[config.mk]
export PLATFORM = sky130hd
export DESIGN_NAME = cnn_layer_sequencer
export DESIGN_NICKNAME = d
export VERILOG_FILES = /design/src/rtl/cnn_ctrl_pkg.sv /design/src/rtl/layer_watchdog.sv /design/src/rtl/cnn_layer_sequencer.sv
export SDC_FILE = /design/constraint.sdc
export NUM_CORES = 1
export LEC_CHECK = 0
export CAP_MARGIN = 20
export CELL_PAD_IN_SITES_DETAIL_PLACEMENT = 0
export CELL_PAD_IN_SITES_GLOBAL_PLACEMENT = 1
export CORE_MARGIN = 3
export CORE_UTILIZATION = 25
export DETAILED_ROUTE_END_ITERATION = 8
export GPL_ROUTABILITY_DRIVEN = 0
export PLACE_DENSITY_LB_ADDON = 0.1
export SLEW_MARGIN = 20
export SYNTH_ARGS = -nofsm -noshare
export SYNTH_HDL_FRONTEND = slang
export SYNTH_SLANG_ARGS = --single-unit
[constraint.sdc]
create_clock -name clock -period 4.28 [get_ports clock]
set_input_delay 0.856 -clock clock [delete_from_list [all_inputs] [get_ports clock]]
set_output_delay 0.856 -clock clock [all_outputs]
set_load 0.02 [all_outputs]
[src/rtl/cnn_ctrl_pkg.sv]
// Shared types and constants for the CNN frame sequencer and its watchdog.
// Layer engines are sequenced strictly in index order, one at a time.
package cnn_ctrl_pkg;

  typedef enum logic [2:0] {
    IDLE,
    LAUNCH,
    RUN,
    GAP,
    OUT,
    ERR
  } seq_state_t;

  localparam int          NUM_LAYERS_DEF = 3;
  localparam int          CNT_W_DEF      = 24;

  // Worst-case run budgets per engine; the sequencer uses the largest as its single limit.
  localparam int unsigned TIMEOUT_CONV2D_0 = 32'd2000000;
  localparam int unsigned TIMEOUT_CONV2D_1 = 32'd2000000;
  localparam int unsigned TIMEOUT_DENSE    = 32'd500000;
  localparam int unsigned TIMEOUT_DEF      = TIMEOUT_CONV2D_0;

  function automatic int idx_w(input int n);
    return (n > 1) ? $clog2(n) : 1;
  endfunction

  localparam int LAYER_IDX_W = idx_w(NUM_LAYERS_DEF);

  function automatic logic [31:0] sat_inc32(input logic [31:0] v);
    return (v == 32'hFFFF_FFFF) ? v : v + 32'd1;
  endfunction

endpackage

[src/rtl/layer_watchdog.sv]
// Per-layer run-time watchdog: counts enabled cycles after a clear and flags
// expiry once TIMEOUT cycles have elapsed; holds at the limit.
module layer_watchdog #(
  parameter int          CNT_W   = 24,
  parameter int unsigned TIMEOUT = 2000000
) (
  input  logic clock,
  input  logic reset,
  input  logic clear,
  input  logic enable,
  output logic expired
);

  logic [CNT_W-1:0] cnt_q, cnt_d;

  assign expired = (cnt_q == CNT_W'(TIMEOUT - 1));

  always_comb begin
    cnt_d = cnt_q;
    if (clear) begin
      cnt_d = '0;
    end else if (enable && !expired) begin
      cnt_d = cnt_q + CNT_W'(1);
    end
  end

  always_ff @(posedge clock or posedge reset) begin
    if (reset) begin
      cnt_q <= '0;
    end else begin
      cnt_q <= cnt_d;
    end
  end

endmodule

[src/rtl/cnn_layer_sequencer.sv]
// Frame-level controller: accepts a frame, runs each layer engine in turn via
// level start/done, flips the ping-pong buffer between layers, reports latency.
module cnn_layer_sequencer
  import cnn_ctrl_pkg::*;
#(
  parameter int          NUM_LAYERS = NUM_LAYERS_DEF,
  parameter int unsigned TIMEOUT    = TIMEOUT_DEF,
  parameter int          CNT_W      = CNT_W_DEF,
  localparam int         IDX_W      = idx_w(NUM_LAYERS)
) (
  input  logic                  clock,
  input  logic                  reset,
  input  logic                  frame_valid,
  output logic                  frame_ready,
  input  logic                  abort,
  output logic [NUM_LAYERS-1:0] layer_start,
  input  logic [NUM_LAYERS-1:0] layer_done,
  output logic                  buf_sel,
  output logic [IDX_W-1:0]      cur_layer,
  output logic                  result_valid,
  input  logic                  result_ready,
  output logic                  busy,
  output logic                  error,
  output logic [31:0]           frame_cycles
);

  seq_state_t            state_q, state_d;
  logic [IDX_W-1:0]      cur_q, cur_d;
  logic                  buf_sel_q, buf_sel_d;
  logic [NUM_LAYERS-1:0] start_q, start_d;
  logic                  done_prev_q, done_prev_d;
  logic                  err_q, err_d;
  logic [31:0]           cyc_q, cyc_d;
  logic [31:0]           frame_cycles_q, frame_cycles_d;

  logic wd_clear, wd_en, wd_expired;
  logic cur_done, done_edge;

  layer_watchdog #(
    .CNT_W  (CNT_W),
    .TIMEOUT(TIMEOUT)
  ) u_wdog (
    .clock  (clock),
    .reset  (reset),
    .clear  (wd_clear),
    .enable (wd_en),
    .expired(wd_expired)
  );

  // Engines may leave done high after finishing, so only a fresh rise counts.
  assign cur_done  = layer_done[cur_q];
  assign done_edge = cur_done & ~done_prev_q;

  always_comb begin
    state_d        = state_q;
    cur_d          = cur_q;
    buf_sel_d      = buf_sel_q;
    start_d        = start_q;
    done_prev_d    = done_prev_q;
    err_d          = err_q;
    cyc_d          = cyc_q;
    frame_cycles_d = frame_cycles_q;
    wd_clear       = 1'b0;
    wd_en          = 1'b0;

    case (state_q)
      IDLE: begin
        if (frame_valid) begin
          state_d   = LAUNCH;
          cur_d     = '0;
          buf_sel_d = 1'b0;
          cyc_d     = '0;
        end
      end
      LAUNCH: begin
        done_prev_d = cur_done;
        start_d     = NUM_LAYERS'(1) << cur_q;
        wd_clear    = 1'b1;
        cyc_d       = sat_inc32(cyc_q);
        state_d     = RUN;
      end
      RUN: begin
        done_prev_d = cur_done;
        wd_en       = 1'b1;
        cyc_d       = sat_inc32(cyc_q);
        if (done_edge) begin
          start_d = '0;
          state_d = GAP;
        end else if (wd_expired) begin
          start_d = '0;
          err_d   = 1'b1;
          state_d = ERR;
        end
      end
      GAP: begin
        cyc_d = sat_inc32(cyc_q);
        if (cur_q == IDX_W'(NUM_LAYERS - 1)) begin
          // Latency includes the cycle that enters OUT.
          frame_cycles_d = sat_inc32(cyc_q);
          state_d        = OUT;
        end else begin
          cur_d     = cur_q + IDX_W'(1);
          buf_sel_d = ~buf_sel_q;
          state_d   = LAUNCH;
        end
      end
      OUT: begin
        if (result_ready) begin
          state_d = IDLE;
        end
      end
      ERR: begin
        state_d = ERR;
      end
      default: begin
        state_d = IDLE;
      end
    endcase

    // Abort overrides everything decided above; buffer select and latency are kept.
    if (abort) begin
      state_d        = IDLE;
      start_d        = '0;
      err_d          = 1'b0;
      cur_d          = cur_q;
      buf_sel_d      = buf_sel_q;
      frame_cycles_d = frame_cycles_q;
    end
  end

  always_ff @(posedge clock or posedge reset) begin
    if (reset) begin
      state_q        <= IDLE;
      cur_q          <= '0;
      buf_sel_q      <= 1'b0;
      start_q        <= '0;
      done_prev_q    <= 1'b0;
      err_q          <= 1'b0;
      cyc_q          <= '0;
      frame_cycles_q <= '0;
    end else begin
      state_q        <= state_d;
      cur_q          <= cur_d;
      buf_sel_q      <= buf_sel_d;
      start_q        <= start_d;
      done_prev_q    <= done_prev_d;
      err_q          <= err_d;
      cyc_q          <= cyc_d;
      frame_cycles_q <= frame_cycles_d;
    end
  end

  assign frame_ready  = (state_q == IDLE);
  assign busy         = (state_q != IDLE);
  assign result_valid = (state_q == OUT);
  assign error        = err_q;
  assign layer_start  = start_q;
  assign buf_sel      = buf_sel_q;
  assign cur_layer    = cur_q;
  assign frame_cycles = frame_cycles_q;

endmodule

==> out/metrics.cfg <==
[run_status]
status=complete, no violations

[die]
io_pins=50
fp.coreArea_um2=21300
start_util=0.257
dieArea_um2=23700
die_y_um=154
rows=53
die_x_um=154

[global_route]
grt_max_degree=64
antenna_found_initial=0
grt_pass1_vias=4692
track_usage=0.139
grt_pass1_wl_um=26400
overflow=0

[yosys]
synthAdderAreaFrac=0.0114
synth_xor_area_frac=0.0416
syn_area_per_cell_um2=8.92
synth_area_leader_cell=dfrtp_1
ys_seq_area_frac=0.453
synth_warnings=0
yosys-top-cells-area=dfrtp_1, nand2_1, o21ai_0
synthesis.nets=626
syn_inst=613
synth_top_family_by_area=simple AND/OR/NAND/NOR gates
ys.flop_type=dfrtp_1
yosys.area_share.simple=0.246
synth_area_um2=5470
synth_top_area_frac=0.453
synth_cell_types=56
synth_edf_count=0
async_flop_share=1.00
yosysMostFrequentCell=dfrtp_1
synth_seq_cells=99
synth_common_cells=dfrtp_1, nand2_1, o21ai_0, nor2_1, nand3_1
synthMuxAreaShare=0.0245
synth_compound_area_frac=0.185

[clock_network]
cts.clk_slew.worst_paths_ns=0.07
ctsLongestPathBuffers=2
cts_buffers=9
clock_sinks=99
cts_root_buffer=clkbuf_16
h-tree-depth=3
clk-insertion-delay-late_ns=0.35
cts_setup_buffers=0
cts_hold_buf=0
cts_resized=0
tritoncts=done

[finish]
area.growth.synth_to_final_pct=20.7
multiInputGateArea_um2=2800
final.fill_count=2215
antenna_cells=0
final_util=0.310
seq_area_um2=2480
drive_above_1_share=0.0611
fin_nets=663

[worst_hold_path]
hp-start=frame_cycles[7]$_DFFE_PP0P_
hold_class=reg2reg

[setup_path]
cp.buffers_inverters=2
critical_path.max_fanout=10
critPathArrivalTime_ns=2.08
cp_data_required_time_ns=3.42
worstSetupPathType=reg2out
slowest_delay_ns=0.64
crit_start=state_q[2]$_DFFE_PP0P_
endpoint_kind=output pin
slowest_stage=clkdlybuf4s50_1
path_cells=clkinv_1 -> nor3_1 -> clkdlybuf4s50_1
rr_startpoint=state_q[1]$_DFFE_PP0P_
cp-start-kind=flop
path_delay_family=buffers and inverters

[route]
dr_wl_met2_um=7940
drtIter0Drc=249
drt_pass1_iterations=4
remaining_drc_errors=0
wl_met3_um=432
wl_per_cell_um=17.3
met1Wirelength_um=7580
drtAntennaViolNets=0
via_per_inst=5.06
route.vias.total=4706
wl_um=16100
highest_layer=met4

[sta]
fin_setup_tns_ns=0
max_clock_freq_ghz=0.341
finalCritPeriodShare=0.686
fin_worst_skew_ns=0.00817
drv_slew=0
rsz0062_at_grt=false
setup_violations=0
relSlewSlack=0.367
post-route-min-period_ns=2.94
worstMarginPinSlew_ns=0.948
hold_viol=0

[power_and_ir_drop]
vdd_drop_max_uv=157
power_density_nw_per_um2=394
power_leakage_uw=0.00265

[job]
max-cap-violations=0

[place]
io_buffers=49
place_hpwl_um=10700

[routing by layer]
layer,GRT usage,vias up
li1,-,2344
met1,0.182,2293
met2,0.238,59
met3,0.0312,10
met4,0.0286,0
met5,0,-
[cell families (layout without fill, tap and decap cells)]
| family | after synthesis | count (layout) |
|---|---|---|
| and+or+nand+nor | 259 | 259 |
| AOI/OAI and AO/OA | 158 | 158 |
| DFF | 99 | 99 |
| buffers and inverters | 53 | 95 |
| xor gates and xnor gates | 26 | 26 |
| muxes | 13 | 13 |
| adders and majority gates | 5 | 5 |
[per-stage QoR]
stage          std cells  setup slack (ns)  power, uW  hold slack [ns]  instance area (um2)
4_1_cts              930              1.29       2660            0.486                 6600
2_1_floorplan        613             0.834       1490            0.451                 5470
3_5_place_dp         914              1.43       1720            0.470                 6270
6_report             930              1.35       2600            0.476                 6600
5_1_grt              930              1.17       2780            0.500                 6600
3_3_place_gp         914              1.45       1700            0.466                 6270
[state kept, by name, indices dropped and copies added (netlist names)]
| signal | cells |
|---|---|
| error | 1 |
| cyc_q | 32 |
| buf_sel | 1 |
| layer_start | 3 |
| done_prev_q | 1 |
| u_wdog.cnt_q | 24 |
| cur_layer | 2 |
| state_q | 3 |
| frame_cycles | 32 |
[worst register-to-register path: stages (launching register included)]
cell      delay (ns)
dfrtp_1         0.64
nor3b_1         0.69
o21a_1          0.63
nand2_1         0.20
a311oi_1        0.28
[worst paths after layout]
kind	slack, ns	cells after the start	to
setup / recovery	1.35	3	result_valid
hold / removal	0.48	2	frame_cycles[7]$_DFFE_PP0P_
setup reg to reg	1.74	4	layer_start[0]$_DFFE_PP0P_
hold reg to reg	0.48	2	frame_cycles[7]$_DFFE_PP0P_
max in group asynchronous	2.49	3	frame_cycles[5]$_DFFE_PP0P_
min in group asynchronous	1.06	2	layer_start[0]$_DFFE_PP0P_
[power breakdown]
| group | switching, uW | internal [uW] | total, uW |
|---|---|---|---|
| logic | 364 | 203 | 567 |
| clock network | 374 | 542 | 916 |
| registers | 115 | 1010 | 1120 |
| total | 853 | 1750 | 2600 |
[cell usage in the layout, fill, tap and decap left out, drive strengths merged, types with 4 or more instances in the layout]
master	n
nand4	25
and3	7
ha	5
clkinv	4
xnor2	20
mux2i	10
xor2	6
nand2	85
inv	19
o211ai	16
clkdlybuf4s50	49
nand2b	5
and2	8
a21o	6
a31oi	25
a311oi	4
nor2	36
o21ai	48
a211oi	4
nand3	33
and4	5
nor4	12
a22o	6
or3	13
nor3	9
or4	15
a21oi	25
a211o	4
clkbuf	11
buf	10
dfrtp	99
[final cells by class]
| cell class | count | area share |
|---|---|---|
| Multi-Input combinational cell | 461 | 0.424 |
| Sequential cell | 99 | 0.375 |
| Inverter | 20 | 0.0117 |
| Clock inverter | 5 | 0.0114 |
| Clock buffer | 11 | 0.0383 |
| Timing Repair Buffer | 59 | 0.0875 |
| Tap cell | 275 | 0.0521 |
(Power assumes the default switching activity.)
